<file path="config.mk">
export PLATFORM = sky130hd
export DESIGN_NAME = alu_muldiv_iterativa
export DESIGN_NICKNAME = d
export VERILOG_FILES = /design/src/rtl/alu_muldiv_iterativa.sv
export SDC_FILE = /design/constraint.sdc
export NUM_CORES = 1
export LEC_CHECK = 0
export CORE_MARGIN = 2
export CORE_UTILIZATION = 40
export CTS_CLUSTER_DIAMETER = 30
export DETAILED_ROUTE_END_ITERATION = 12
export PLACE_DENSITY = 0.6
export SLEW_MARGIN = 20
export SYNTH_ARGS = -nofsm -noshare
export SYNTH_HDL_FRONTEND = slang
export SYNTH_SLANG_ARGS = --single-unit
</file>
<file path="constraint.sdc">
create_clock -name CLK -period 11.5 [get_ports CLK]
set_input_delay 2.3 -clock CLK [delete_from_list [all_inputs] [get_ports CLK]]
set_output_delay 2.3 -clock CLK [all_outputs]
set_load 0.03 [all_outputs]
</file>
<file path="src/rtl/alu_muldiv_iterativa.sv">
// alu_muldiv_iterativa: iterative RV32M multiply/divide unit with START/BUSY/DONE handshake.
// Define FAST_MUL_EN to resolve the multiply ops with one combinational multiplier in a single step.
module alu_muldiv_iterativa #(
  parameter int WIDTH = 32
) (
  input  logic             CLK,
  input  logic             RESET_N,
  input  logic             START,
  input  logic [2:0]       CONTROL,
  input  logic [WIDTH-1:0] X,
  input  logic [WIDTH-1:0] Y,
  output logic [WIDTH-1:0] RESULTADO,
  output logic             ZERO,
  output logic             BUSY,
  output logic             DONE
);
  localparam int CW = $clog2(WIDTH);
  localparam logic [WIDTH-1:0] MIN = {1'b1, {(WIDTH-1){1'b0}}};
  typedef enum logic [1:0] {IDLE, CALC, FIN} state_t;
  state_t state;
  logic [2:0] op;
  logic neg_q, neg_r, spec;
  logic [WIDTH-1:0] a, d, quo, rem, spec_res;
  logic [2*WIDTH:0] prod;
  logic [CW-1:0] cnt;
  logic sx, sy, xn, yn, dz, ovf, is_spec;
  logic [WIDTH-1:0] mx, my, spec_val, qv, rv, res;
  logic [WIDTH:0] sum, sh, diff;
  logic [2*WIDTH-1:0] pm;
  // Signedness per operand: multiply follows MUL/MULH/MULHSU/MULHU, divide follows bit 0.
  assign sx = CONTROL[2] ? !CONTROL[0] : CONTROL[1:0] != 2'b11;
  assign sy = CONTROL[2] ? !CONTROL[0] : !CONTROL[1];
  assign xn = sx & X[WIDTH-1];
  assign yn = sy & Y[WIDTH-1];
  assign mx = xn ? -X : X;
  assign my = yn ? -Y : Y;
  assign dz = CONTROL[2] & (Y == '0);
  assign ovf = CONTROL[2] & !CONTROL[0] & (X == MIN) & (Y == '1);
`ifdef FAST_MUL_EN
  logic [2*WIDTH-1:0] fx, fy, fp;
  assign fx = {{WIDTH{xn}}, X};
  assign fy = {{WIDTH{yn}}, Y};
  assign fp = fx * fy;
  assign is_spec = !CONTROL[2] | dz | ovf;
  assign spec_val = !CONTROL[2] ? (CONTROL[1:0] == 2'b00 ? fp[WIDTH-1:0] : fp[2*WIDTH-1:WIDTH]) :
                    dz ? (CONTROL[1] ? X : '1) : (CONTROL[1] ? '0 : X);
`else
  assign is_spec = dz | ovf;
  assign spec_val = dz ? (CONTROL[1] ? X : '1) : (CONTROL[1] ? '0 : X);
`endif
  assign sum = prod[2*WIDTH:WIDTH] + (prod[0] ? {1'b0, a} : '0);
  assign sh = {rem, quo[WIDTH-1]};
  assign diff = sh - {1'b0, d};
  assign pm = neg_q ? -prod[2*WIDTH-1:0] : prod[2*WIDTH-1:0];
  assign qv = neg_q ? -quo : quo;
  assign rv = neg_r ? -rem : rem;
  assign res = spec ? spec_res :
               op[2] ? (op[1] ? rv : qv) :
               (op[1:0] == 2'b00 ? pm[WIDTH-1:0] : pm[2*WIDTH-1:WIDTH]);
  always_ff @(posedge CLK) begin
    if (!RESET_N) begin
      state <= IDLE;
      op <= '0;
      neg_q <= 1'b0;
      neg_r <= 1'b0;
      spec <= 1'b0;
      a <= '0;
      d <= '0;
      quo <= '0;
      rem <= '0;
      spec_res <= '0;
      prod <= '0;
      cnt <= '0;
      RESULTADO <= '0;
      ZERO <= 1'b1;
      BUSY <= 1'b0;
      DONE <= 1'b0;
    end else begin
      DONE <= 1'b0;
      case (state)
        IDLE: if (START) begin
          op <= CONTROL;
          neg_q <= xn ^ yn;
          neg_r <= xn;
          a <= mx;
          d <= my;
          quo <= mx;
          rem <= '0;
          prod <= {{(WIDTH+1){1'b0}}, my};
          cnt <= '0;
          spec <= is_spec;
          spec_res <= spec_val;
          BUSY <= 1'b1;
          state <= is_spec ? FIN : CALC;
        end
        CALC: begin
          if (op[2]) begin
            rem <= diff[WIDTH] ? sh[WIDTH-1:0] : diff[WIDTH-1:0];
            quo <= {quo[WIDTH-2:0], !diff[WIDTH]};
          end else
            prod <= {sum, prod[WIDTH-1:1]};
          cnt <= cnt + 1'b1;
          if (cnt == CW'(WIDTH-1)) state <= FIN;
        end
        FIN: begin
          RESULTADO <= res;
          ZERO <= res == '0;
          DONE <= 1'b1;
          BUSY <= 1'b0;
          state <= IDLE;
        end
        default: state <= IDLE;
      endcase
    end
  end
endmodule

</file>
Word level (Yosys, flattened, before mapping)

Index checks and enable logic that the tools add are counted.

Add/subtract/negate cells: 8
Eq/ne operators: 10
Muxes and demuxes: 34
Bitwise operators: 8
Reduce and logical (&&, ||, !) cells: 15

Operators by type and width:

| operator                                                       | number |
|---|---|
| 32-bit two-way mux                                             | 17 |
| 65-bit two-way mux                                             | 2 |
| 65-bit case mux with 2 select lines                            | 1 |
| 32-bit negator                                                 | 4 |
| 32-bit case mux with 2 select lines                            | 2 |
| 32-bit equality test (second input constant)                   | 2 |
| 32-bit logical NOT                                             | 2 |
| 64-bit two-way mux                                             | 1 |
| 64-bit negator                                                 | 1 |
| 33-bit by 32-bit adder with 33-bit output                      | 1 |
| 33-bit by 32-bit subtractor with 33-bit output                 | 1 |
| 2-bit inequality test (second input constant)                  | 5 |
| 5-bit case mux with 2 select lines                             | 1 |
| 2-bit AND reduction                                            | 4 |
| 1-bit bitwise AND                                              | 6 |
| 2-bit two-way mux                                              | 3 |
| 3-bit AND reduction                                            | 2 |
| 5-bit by 1-bit adder with 5-bit output (second input constant) | 1 |
| 5-bit equality test (second input constant)                    | 1 |
| 5-bit two-way mux                                              | 1 |
| 2-bit logical NOT                                              | 2 |
| 1-bit two-way mux                                              | 4 |
| 2-bit case mux with 2 select lines                             | 1 |
| 2-bit nonzero test                                             | 2 |
| other kinds (6)                                                | 8 |

Register bits: 273
Input bits: 70
Output and inout port bits: 35
Word-level logic and storage cells: 91

Depth between registers and ports, before layout

Gate-level depths: netlist of the first run.

Depth in word-level cells: 8
Mapped depth: 16
Depth with buffers taken out: 14

Least setup slack after synthesis of the first run

No wires, ideal clock.

Path kind: in2reg
From: in Y[13]
To: reg spec_res[12]
Setup time: 0.065 ns
Arrival time: 5.410 ns
Required time: 11.435 ns
Setup slack: 6.025 ns
Stages on the path: 13
Buffers on the path: 3
Path through: or4_1 -> or3_1 -> or4b_1 -> or3_1 -> nor4_1 -> and4b_1 -> buf_2 -> buf_2 -> buf_2 -> nor2_1 -> o21ai_0 -> o21ai_0 -> nor2_1

Word-level cells in the longest chain between the ends: 3

Ends and longest elaborated chain:

| what                 | line | RTL |
|---|---|---|
| start, declared      | 11   | `input logic [WIDTH-1:0] Y,` |
| 32-bit logical NOT   | 37   | `assign dz = CONTROL[2] & (Y == '0);` |
| 1-bit bitwise AND    | 37   |  |
| 32-bit two-way mux   | 49   | `assign spec_val = dz ? (CONTROL[1] ? X : '1) : (CONTROL[1] ? '0 : X);` |
| end signal, assigned | 92   | `spec_res <= spec_val;` |
| end, declared        | 23   | `logic [WIDTH-1:0] a, d, quo, rem, spec_res;` |

No other way between the ends.
A chain may end at the register's enable or synchronous reset.

Worst setup path after layout of the first run

From: in Y[13]
To: reg spec_res[11]

Same word-level chain as after synthesis.

==> results of run 1 <==
## worst max-delay path, cell delays in order
cell             delay (ps)
clkdlybuf4s50_1         530
or4_1                   630
or3_1                   400
or4b_1                  560
or3_1                   340
nor4_1                  350
and4b_2                 290
buf_4                   480
maj3_1                  290
nor2_1                   40
a211oi_1                270
## per-layer routing
metal  share of wire  GRT usage  vias up
li1                -          -     9908
met5               0          0        -
met1            0.46      0.460    10200
met2            0.43      0.483      935
met3           0.088     0.0651      107
met4           0.021     0.0863        0
## sequential cells by signal, indices dropped and copies added, names as in the netlist
name       count
BUSY           1
DONE           1
RESULTADO     32
ZERO           1
a             32
cnt            5
d             32
neg_q          1
neg_r          1
op             3
prod          64
quo           32
rem           32
spec           1
spec_res      32
state          2
## worst min path at each step
stage                         end  slack [ps]  depth (start not counted)
floorplan                  cnt[3]         410                          1
global placement           cnt[3]         430                          1
detailed placement         cnt[3]         440                          1
CTS                        cnt[3]         450                          1
global route         RESULTADO[1]         470                          2
finish              RESULTADO[15]         450                          2
## per-stage QoR
| stage | hold WS, ps | instance area (um2) | power (mW) |
|---|---|---|---|
| final | 451 | 23900 | 4.08 |
| after detailed placement | 444 | 21200 | 1.83 |
| after global placement | 432 | 21100 | 1.83 |
| after global routing | 474 | 23900 | 4.21 |
| after CTS | 450 | 23900 | 4.07 |
| after floorplan | 415 | 19700 | 1.55 |
## cells by family (layout without fill, tap and decap cells)
family	after synthesis	count (layout)	synth area share
mux	51	51	0.0262
xor+xnor	184	184	0.0818
compound gates	854	854	0.277
buf+inv	270	357	0.0529
simple gates	991	991	0.237
flops	272	272	0.276
fa+ha+maj	77	77	0.0493
## cell usage in the layout, fill, tap and decap left out, types with 37 or more instances in the layout
cell type        netlist  layout
nor2_1               395     390
dfxtp_1              272     271
a21oi_1              236     235
nand2_1              216     216
o21ai_0              181     181
a211oi_1             143     143
clkdlybuf4s50_1        0     104
xnor2_1               98      97
xor2_1                86      86
inv_1                 77      77
clkbuf_16              0      77
ha_1                  72      72
nor3_1                71      71
mux2i_1               46      46
o31ai_1               43      43
and2_1                41      42
nor4_1                42      41
nand3_1               37      37
## final cells by class
cell class / count / area (um2) / area share
sequential: 272 / 5450 / 0.228
timing repair buffer: 137 / 1290 / 0.0539
clock buffer: 106 / 2220 / 0.0927
clock inverter: 35 / 537 / 0.0225
tap: 664 / 831 / 0.0347
inverter: 79 / 302 / 0.0126
multi-input combinational: 2157 / 13300 / 0.556
## where the power goes
group	internal [mW]	switching, mW	total, mW
logic	0.249	0.498	0.747
clock network	1.58	0.650	2.23
registers	1.00	0.0949	1.10
==> impl_results.md, run 1 <==
- # DRC: 0
- Critical R2R Launch: prod[13]
- Cell area after synthesis: 19700 um2
- Syn_area_per_cell: roughly 7.3 um2
- Initial antenna violation count: 1
- Outcome: finished clean
- # setup viols final: 0
- Register-to-Register Setup Slack: about 6000 ps
- Fin. Hold Viols: 0
- Min-delay src: RESULTADO[15]
- TritonRoute pass-1 iters: 5
- CP endpoint kind: flip-flop
- Syn Inst Count: about 2700
- # IOs: about 110
- Initial Util: 0.404
- Post-Route Utilization: 0.490
- Peak Freq: about 0.17 GHz
- H-tree Lvls: 3
- Post-synth top flop: dfxtp_1
- Top cells by area, synth: dfxtp_1 28%, nor2_1 7.5%, a21oi_1 6.0%
- Final period utilization: 0.525
- Diodes inserted: 0
- Total number of vias: 21100
- Maxcap violations: 0
- LEAKAGE: between 9 and 10 nW
- Antenna Nets Post-Route: 0
- Share of the synthesized area in the top cell type: 0.276
- EDFF count, synth: 0
- Layout fillers: 4806
- CTS root buf: clkbuf_16
- Critical path startpoint: Y[13]
- DP HPWL: between 60 and 70 mm
- Crit Path Max Fanout: 61
- Post-synth ARST share: 0
- Register area share after synthesis: 0.276
- VDD IR-drop max: roughly 0.14 mV
- RSZ-0062 raised after global routing: false
- Setup slack after layout: roughly 5500 ps
- Relative slew margins: 0.279
- Worst Hold Class: reg -> reg
- Worst Path Required: ~12000 ps
- Most frequent cell after synthesis: nor2_1
- Latest clock arrival within the worst-skew pair: 620 ps
- GRT overflow: 0
- Largest net degree at the start of global routing: 85
- Die area: 51100 um2
- CP Capture Point: spec_res[11]
- Seq cells post-synth: around 270
- Placeable Area: roughly 49000 um2
- First-pass GRT wire length: ~120 mm
- Clock Skew: roughly 32 ps
- PostCTS Resize Cnt: 0
- TritonCTS clock tree: done
- Reg2reg path depth: 10
- Crit path arrival time: between 6000 and 7000 ps
- Pwr dens: between 150 and 200 nW/um2
- Tightest Pin Transition: approximately 1100 ps
- CP startpoint kind: primary input
- Syn_nets: 2843
- Reg2reg end: ZERO
- Critical path class: in -> reg
- CTS buffer count: 76
- Pre-CTS setup slack: 4960 ps
- Crit path time final: approximately 6000 ps
- Chip width: between 200 and 250 um
- Setup TNS: 0 ps
- PortBufs: between 100 and 150
- Inst Count DP: around 3300
- Number of global-route vias before repair: between 15000 and 20000
- Maximum buffer depth of the clock tree: 3
- Final nets: roughly 2900
- Post-synth top cells: 395 x nor2_1, 272 x dfxtp_1, 236 x a21oi_1
- Cell taking the most area after synthesis: dfxtp_1
- Clock net sink count: approximately 270
- Initial DRC count: 2300
- Cts hold-fix bufs: 0
- GPL Wtd Cong: between 1 and 1.5
- Final Max Tran Viols: 0
- Post-CTS Setup Inserts: 0
- Layout area overhead: 21.3%
- Routed vias/inst: roughly 6.1
- Library cells used by synthesis: 83
- Finished Layout Cells: about 3500
- Worst-path clk slew: roughly 40 ps
- Fraction of layout cells with a size suffix above 1: 0.0743
- FP Rows: 81
- Die Y: ~230 um
- GRT Overall Usage: 0.320
- WL/cell: 23.9 um
- Yosys warns: 0
- WL final: 82.4 mm
Note: power is estimated with default switching activity, not from simulation.
==> run 2: changes to the inputs <==
- PLACE_DENSITY: 0.6 -> 0.62
- clock period: 11.5 -> 5.42 ns (I/O delays scaled with it)
==> run 2 against run 1 <==
Net effect: core utilization up 0.51 points; via count increased by 0.90%; sequential share of layout area fell by 0.23 points; critical path depth up 1; flip-flop and latch count did not move; global-route usage about the same; register-to-register slack worse by 5400 ps; non-clock buffer count increased by 18; critical endpoint is now spec_res[25].
==> impl_results.md, run 2 (synthesis results as in run 1) <==
- Outcome: finished clean (unchanged)
- Worst Path Required: 5970 ps (was 12000 ps)
- TritonCTS clock tree: done (unchanged)
- Placeable Area: 48700 um2 (unchanged)
- GRT Overall Usage: 0.320 (about the same)
- Chip width: 226 um (unchanged)
- Crit path time final: 4780 ps
- Post-CTS Setup Inserts: 0 (unchanged)
- Clock Skew: 28.6 ps (was 32.2 ps)
- Crit Path Max Fanout: 20 (was 61)
- CP Capture Point: spec_res[25] (was spec_res[11])
- TritonRoute pass-1 iters: 6 (was 5)
- Most common cell after layout, fill and taps aside: nor2_1 (unchanged)
- Pre-CTS setup slack: 112 ps (was 4960 ps)
- Reg2reg path depth: 14 (was 10)
- Initial antenna violation count: 2 (was 1)
- PortBufs: 104 (unchanged)
- Antenna Nets Post-Route: 0 (unchanged)
- Fin. Hold Viols: 0 (unchanged)
- Finished Layout Cells: 3466 (was 3450)
- Latest clock arrival within the worst-skew pair: 620 ps (about the same)
- Relative slew margins: 0.305 (was 0.279)
- Initial Util: 0.404 (unchanged)
- Inst Count DP: 3327 (was 3309)
- Peak Freq: between 0.2 and 0.25 GHz
- CTS root buf: clkbuf_16 (unchanged)
- CP startpoint kind: primary input (unchanged)
- Worst-path clk slew: 40 ps (about the same)
- First-pass GRT wire length: 123 mm (about the same)
- VDD IR-drop max: 0.234 mV (was 0.143 mV)
- Layout area overhead: 22.5% (was 21.3%)
- Number of global-route vias before repair: 19500 (was 19200)
- Total number of vias: 21300 (was 21100)
- CP endpoint kind: flip-flop (unchanged)
- DP HPWL: 62.9 mm (was 62.2 mm)
- WL/cell: 23.8 um (was 23.9 um)
- Largest net degree at the start of global routing: 161 (was 85)
- Setup slack after layout: 643 ps (was 5460 ps)
- Tightest Pin Transition: 1040 ps (was 1070 ps)
- GRT overflow: 0 (unchanged)
- Final nets: 2886 (was 2867)
- Routed vias/inst: 6.15 (was 6.12)
- LEAKAGE: 9.27 nW (was 9.12 nW)
- Crit path arrival time: 5330 ps (was 6530 ps)
- Biggest register: prod (unchanged)
- PostCTS Resize Cnt: 0 (unchanged)
- Cts hold-fix bufs: 0 (unchanged)
- Most frequent cells in the layout: 391 x nor2_1, 271 x dfxtp_1, 235 x a21oi_1, 216 x nand2_1, 181 x o21ai_0 (was 390 x nor2_1, 271 x dfxtp_1, 235 x a21oi_1, 216 x nand2_1, 181 x o21ai_0)
- Final Max Tran Viols: 0 (unchanged)
- Die Y: 226 um (unchanged)
- Min Hold Slack: 455 ps (was 451 ps)
- Maximum buffer depth of the clock tree: 3 (unchanged)
- Maxcap violations: 0 (unchanged)
- RSZ-0062 raised after global routing: false (unchanged)
- Clock net sink count: 272 (unchanged)
- WL final: 82.6 mm (was 82.4 mm)
- Pwr dens: 368 nW/um2 (was 171 nW/um2)
- GPL Wtd Cong: 1.03 (was 1.01)
- H-tree Lvls: 3 (unchanged)
- Final period utilization: 0.881
- Register-to-Register Setup Slack: 710 ps (was 6140 ps)
- # setup viols final: 0 (unchanged)
- Critical path startpoint: Y[13] (unchanged)
- CTS buffer count: 77 (was 76)
- Max reg flops: 64 (unchanged)
- Die area: 51100 um2 (unchanged)
- Setup TNS: 0 ps (unchanged)
- Initial DRC count: 2242 (was 2300)
- FP Rows: 81 (unchanged)
- # IOs: 105 (unchanged)
- Critical R2R Launch: prod[1] (was prod[13])
- Critical path class: in -> reg (unchanged)
- # DRC: 0 (unchanged)
- Reg2reg end: ZERO (unchanged)
- Worst Hold Class: reg -> reg (unchanged)
- Fraction of layout cells with a size suffix above 1: 0.0796 (was 0.0743)
## run 2: cell types whose count changed in the layout (fill, tap and decap cells not counted), moves of 3 or more
| cell | change |
|---|---|
| clkbuf_8 | -7 |
| clkinv_2 | +3 |
| clkbuf_1 | -3 |
| bufinv_16 | +5 |
| buf_4 | +15 |
| buf_12 | +3 |
## run 2: worst min path at each step
stage | from | end | slack, ps | depth (start not counted)
6_report | a[31] | a[31] | 460 | 2
5_1_grt | a[31] | a[31] | 470 | 2
4_1_cts | a[0] | a[0] | 460 | 2
3_5_place_dp | cnt[3] | cnt[3] | 450 | 1
3_3_place_gp | cnt[3] | cnt[3] | 430 | 1
2_1_floorplan | cnt[3] | cnt[3] | 410 | 1
## run 2: report_power, final
part	total (mW)	leakage (nW)	switching (mW)	internal (mW)
combinational	1.60	5.65	1.06	0.538
sequential	2.33	2.23	0.200	2.13
clock	4.97	1.39	1.41	3.55
total	8.90	9.27	2.68	6.22
## run 2: cell type report
type	count	area, um2
multi-input combinational	2157	13300
inverter	79	302
clock inverter	40	681
fill	4773	24600
clock buffer	98	2160
timing repair buffer	155	1460
antenna	1	2.50
tap	664	831
sequential	272	5450
## run 2: worst max-delay path: stages
cell and delay [ps]:
clkdlybuf4s50_1 500, or4_1 590, or3_1 400, or4b_1 570, or3_1 380, nor4_1 430
and4b_2 690, buf_4 240, nor2_1 50, o21ai_0 170, o21ai_0 120, nor2_1 100
## run 2: layer usage
| metal | wire (um) | up-vias | GRT usage |
|---|---|---|---|
| met5 | 0 | - | 0 |
| li1 | - | 9912 | - |
| met1 | 37100 | 10200 | 0.451 |
| met4 | 2500 | 0 | 0.110 |
| met2 | 35700 | 1010 | 0.489 |
| met3 | 7400 | 146 | 0.0582 |
## run 2: stage by stage
| step | util | cell area (um2) | total power [mW] |
|---|---|---|---|
| after CTS | 0.495 | 24200 | 8.88 |
| after global placement | 0.437 | 21300 | 3.88 |
| after detailed placement | 0.437 | 21300 | 3.90 |
| final | 0.496 | 24200 | 8.90 |
| after floorplan | - | 19700 | 3.28 |
| after global routing | 0.495 | 24200 | 9.16 |
==> run 3: changes to the inputs <==
- PLACE_DENSITY: 0.62 -> 0.6
- clock period: 5.42 -> 5.3 ns (I/O delays scaled with it)
==> run 3 against run 2 <==
Net effect: core utilization about the same; setup slack worse by 220 ps; clock power about the same; clock skew down 8.2 ps; critical path type is now reg -> reg; critical endpoint is now ZERO.
==> impl_results.md, run 3 (synthesis results as in run 1) <==
- GPL Wtd Cong: 1.04 (was 1.03)
- # IOs: 105 (unchanged)
- Worst Path Required: 5850 ps (was 5970 ps)
- Post-CTS Setup Inserts: 0 (unchanged)
- Final period utilization: 0.920
- Die Y: 226 um (unchanged)
- Worst Hold Class: reg -> reg (unchanged)
- Number of global-route vias before repair: 19200 (was 19500)
- Fin. Hold Viols: 0 (unchanged)
- First-pass GRT wire length: 121 mm (was 123 mm)
- CP endpoint kind: flip-flop (unchanged)
- Crit path arrival time: 5430 ps (was 5330 ps)
- Cts hold-fix bufs: 0 (unchanged)
- GRT overflow: 0 (unchanged)
- Initial Util: 0.404 (unchanged)
- Layout area overhead: 22.5% (about the same)
- Initial DRC count: 2482 (was 2242)
- Post-Route Utilization: 0.495 (was 0.496)
- LEAKAGE: 9.26 nW (was 9.27 nW)
- Most frequent cells in the layout: 391 x nor2_1, 271 x dfxtp_1, 235 x a21oi_1, 216 x nand2_1, 181 x o21ai_0 (unchanged)
- Reg2reg path depth: 15 (was 14)
- TritonCTS clock tree: done (unchanged)
- TritonRoute pass-1 iters: 6 (unchanged)
- Hold path depth: 2 (unchanged)
- Chip width: 226 um (unchanged)
- Critical path class: reg -> reg (was in -> reg)
- # DRC: 0 (unchanged)
- # setup viols final: 0 (unchanged)
- Dominant delay contributor by cell family on the critical path: simple AND/OR/NAND/NOR gates (unchanged)
- Most common cell after layout, fill and taps aside: nor2_1 (unchanged)
- Maximum buffer depth of the clock tree: 3 (unchanged)
- CTS root buf: clkbuf_16 (unchanged)
- Final nets: 2889 (was 2886)
- Crit path time final: between 4000 and 5000 ps
- Final Max Tran Viols: 0 (unchanged)
- WL/cell: 23.4 um (was 23.8 um)
- Initial antenna violation count: 5 (was 2)
- H-tree Lvls: 3 (unchanged)
- Inst Count DP: 3329 (was 3327)
- Placeable Area: 48700 um2 (unchanged)
- Setup slack after layout: 426 ps (was 643 ps)
- Clock net sink count: 272 (unchanged)
- Tightest Pin Transition: 1220 ps (was 1040 ps)
- Critical R2R Launch: prod[1] (unchanged)
- Pwr dens: 372 nW/um2 (was 368 nW/um2)
- Routed vias/inst: 6.10 (was 6.15)
- Pre-CTS setup slack: 279 ps (was 112 ps)
- Outcome: finished clean (unchanged)
- Final Power: 8.99 mW (was 8.90 mW)
- Die area: 51100 um2 (unchanged)
- WL final: 81.4 mm (was 82.6 mm)
- Layout fillers: 4736 (was 4773)
- Reg2reg end: ZERO (unchanged)
- Clock Skew: 20.4 ps (was 28.6 ps)
- CTS buffer count: 78 (was 77)
- Hold Path End: a[31] (unchanged)
- Maxcap violations: 0 (unchanged)
- PortBufs: 104 (unchanged)
- Relative slew margins: 0.177 (was 0.305)
- Max reg flops: 64 (unchanged)
- CP Buf/Inv Count: 4 (was 2)
- CP startpoint kind: flip-flop (was primary input)
- Fraction of layout cells with a size suffix above 1: 0.0795 (was 0.0796)
- Total number of vias: 21200 (was 21300)
- Min-delay src: a[31] (unchanged)
- Largest net degree at the start of global routing: 153 (was 161)
- PostCTS Resize Cnt: 0 (unchanged)
- Antenna Nets Post-Route: 0 (unchanged)
- Crit Path Max Fanout: 7 (was 20)
- Biggest register: prod (unchanged)
- Slowest Stage Delay on Critical Path: 680 ps (was 690 ps)
- Crit path max-delay cell type: nor4b_1 (was and4b_2)
- Finished Layout Cells: 3471 (was 3466)
- Reg area: 5450 um2 (unchanged)
- Register-to-Register Setup Slack: 430 ps (was 710 ps)
- Peak Freq: a little over 0.2 GHz
- Multi-input logic area: 13300 um2 (about the same)
- DP HPWL: 61.6 mm (was 62.9 mm)
- Latest clock arrival within the worst-skew pair: 610 ps (was 620 ps)
- Cell Chain, Critical Path: inv_1 -> ha_1 -> nor4b_1 -> nand2_1 -> buf_4 -> nor4_1 -> buf_4 -> a2111oi_0 -> a31o_2 -> nor4_1 -> buf_4 -> or3b_2 -> or4_1 -> nor4_1 -> a221o_1 (was clkdlybuf4s50_1 -> or4_1 -> or3_1 -> or4b_1 -> or3_1 -> nor4_1 -> and4b_2 -> buf_4 -> nor2_1 -> o21ai_0 -> o21ai_0 -> nor2_1)
- Worst-path clk slew: 50 ps (was 40 ps)
- GRT Overall Usage: 0.315 (was 0.320)
- FP Rows: 81 (unchanged)
- VDD IR-drop max: 0.267 mV (was 0.234 mV)
- Setup TNS: 0 ps (unchanged)
- RSZ-0062 raised after global routing: false (unchanged)
## run 3: cell types whose count changed in the layout (fill, tap and decap cells not counted)
| cell | previous run | this run |
|---|---|---|
| buf_4 | 48 | 50 |
| clkinvlp_4 | 4 | 3 |
| clkbuf_8 | 11 | 9 |
| bufinv_16 | 16 | 14 |
| inv_6 | 2 | 3 |
| nor2_2 | 2 | 1 |
| diode_2 | 1 | 2 |
| clkbuf_1 | 8 | 12 |
| clkinv_8 | 1 | 2 |
| clkinv_4 | 0 | 3 |
| inv_16 | 2 | 1 |
| nor2_4 | 2 | 3 |
| clkbuf_16 | 79 | 80 |
| clkinv_2 | 15 | 13 |
## run 3: routing by layer
metal | up-vias | GRT usage | part of all wire
met5 | - | 0 | 0.00027
met4 | 4 | 0.107 | 0.030
met3 | 153 | 0.0788 | 0.098
met2 | 967 | 0.471 | 0.43
met1 | 10100 | 0.437 | 0.45
li1 | 9959 | - | -
## run 3: worst max path at each step
stage | from | slack, ps | cells past startpoint | endpoint
after floorplan | Y[13] | 1070 | 13 | spec_res[21]
after CTS | prod[14] | 640 | 11 | ZERO
after global placement | Y[14] | 400 | 12 | state[0]
final | prod[1] | 430 | 15 | ZERO
after global routing | prod[14] | 330 | 13 | ZERO
after detailed placement | Y[14] | 280 | 11 | spec
## run 3: stage by stage
stage	hold slack [ps]	area [um2]
floorplan	415	19700
global route	478	24100
finish	450	24100
detailed placement	444	21300
CTS	451	24100
global placement	434	21300
## run 3: final cells by class
type,instances,area share
multi-input combinational,2157,0.550
sequential,272,0.226
clock buffer,101,0.0899
timing repair buffer,157,0.0611
tap,664,0.0344
clock inverter,39,0.0263
inverter,79,0.0125
antenna,2,0.000207
## run 3: worst reg2reg max path, delay by kind of cell, from the launching register on
family,cells,cell delay (ps)
compound gates,3,540
fa+ha+maj,1,250
buf+inv,4,800
flops,1,330
simple gates,7,2900
## run 3: power breakdown
group	switching, mW	leakage [nW]	internal (mW)
Clock	1.42	1.37	3.55
Sequential	0.201	2.23	2.18
Combinational	1.08	5.66	0.560
Total	2.71	9.26	6.29
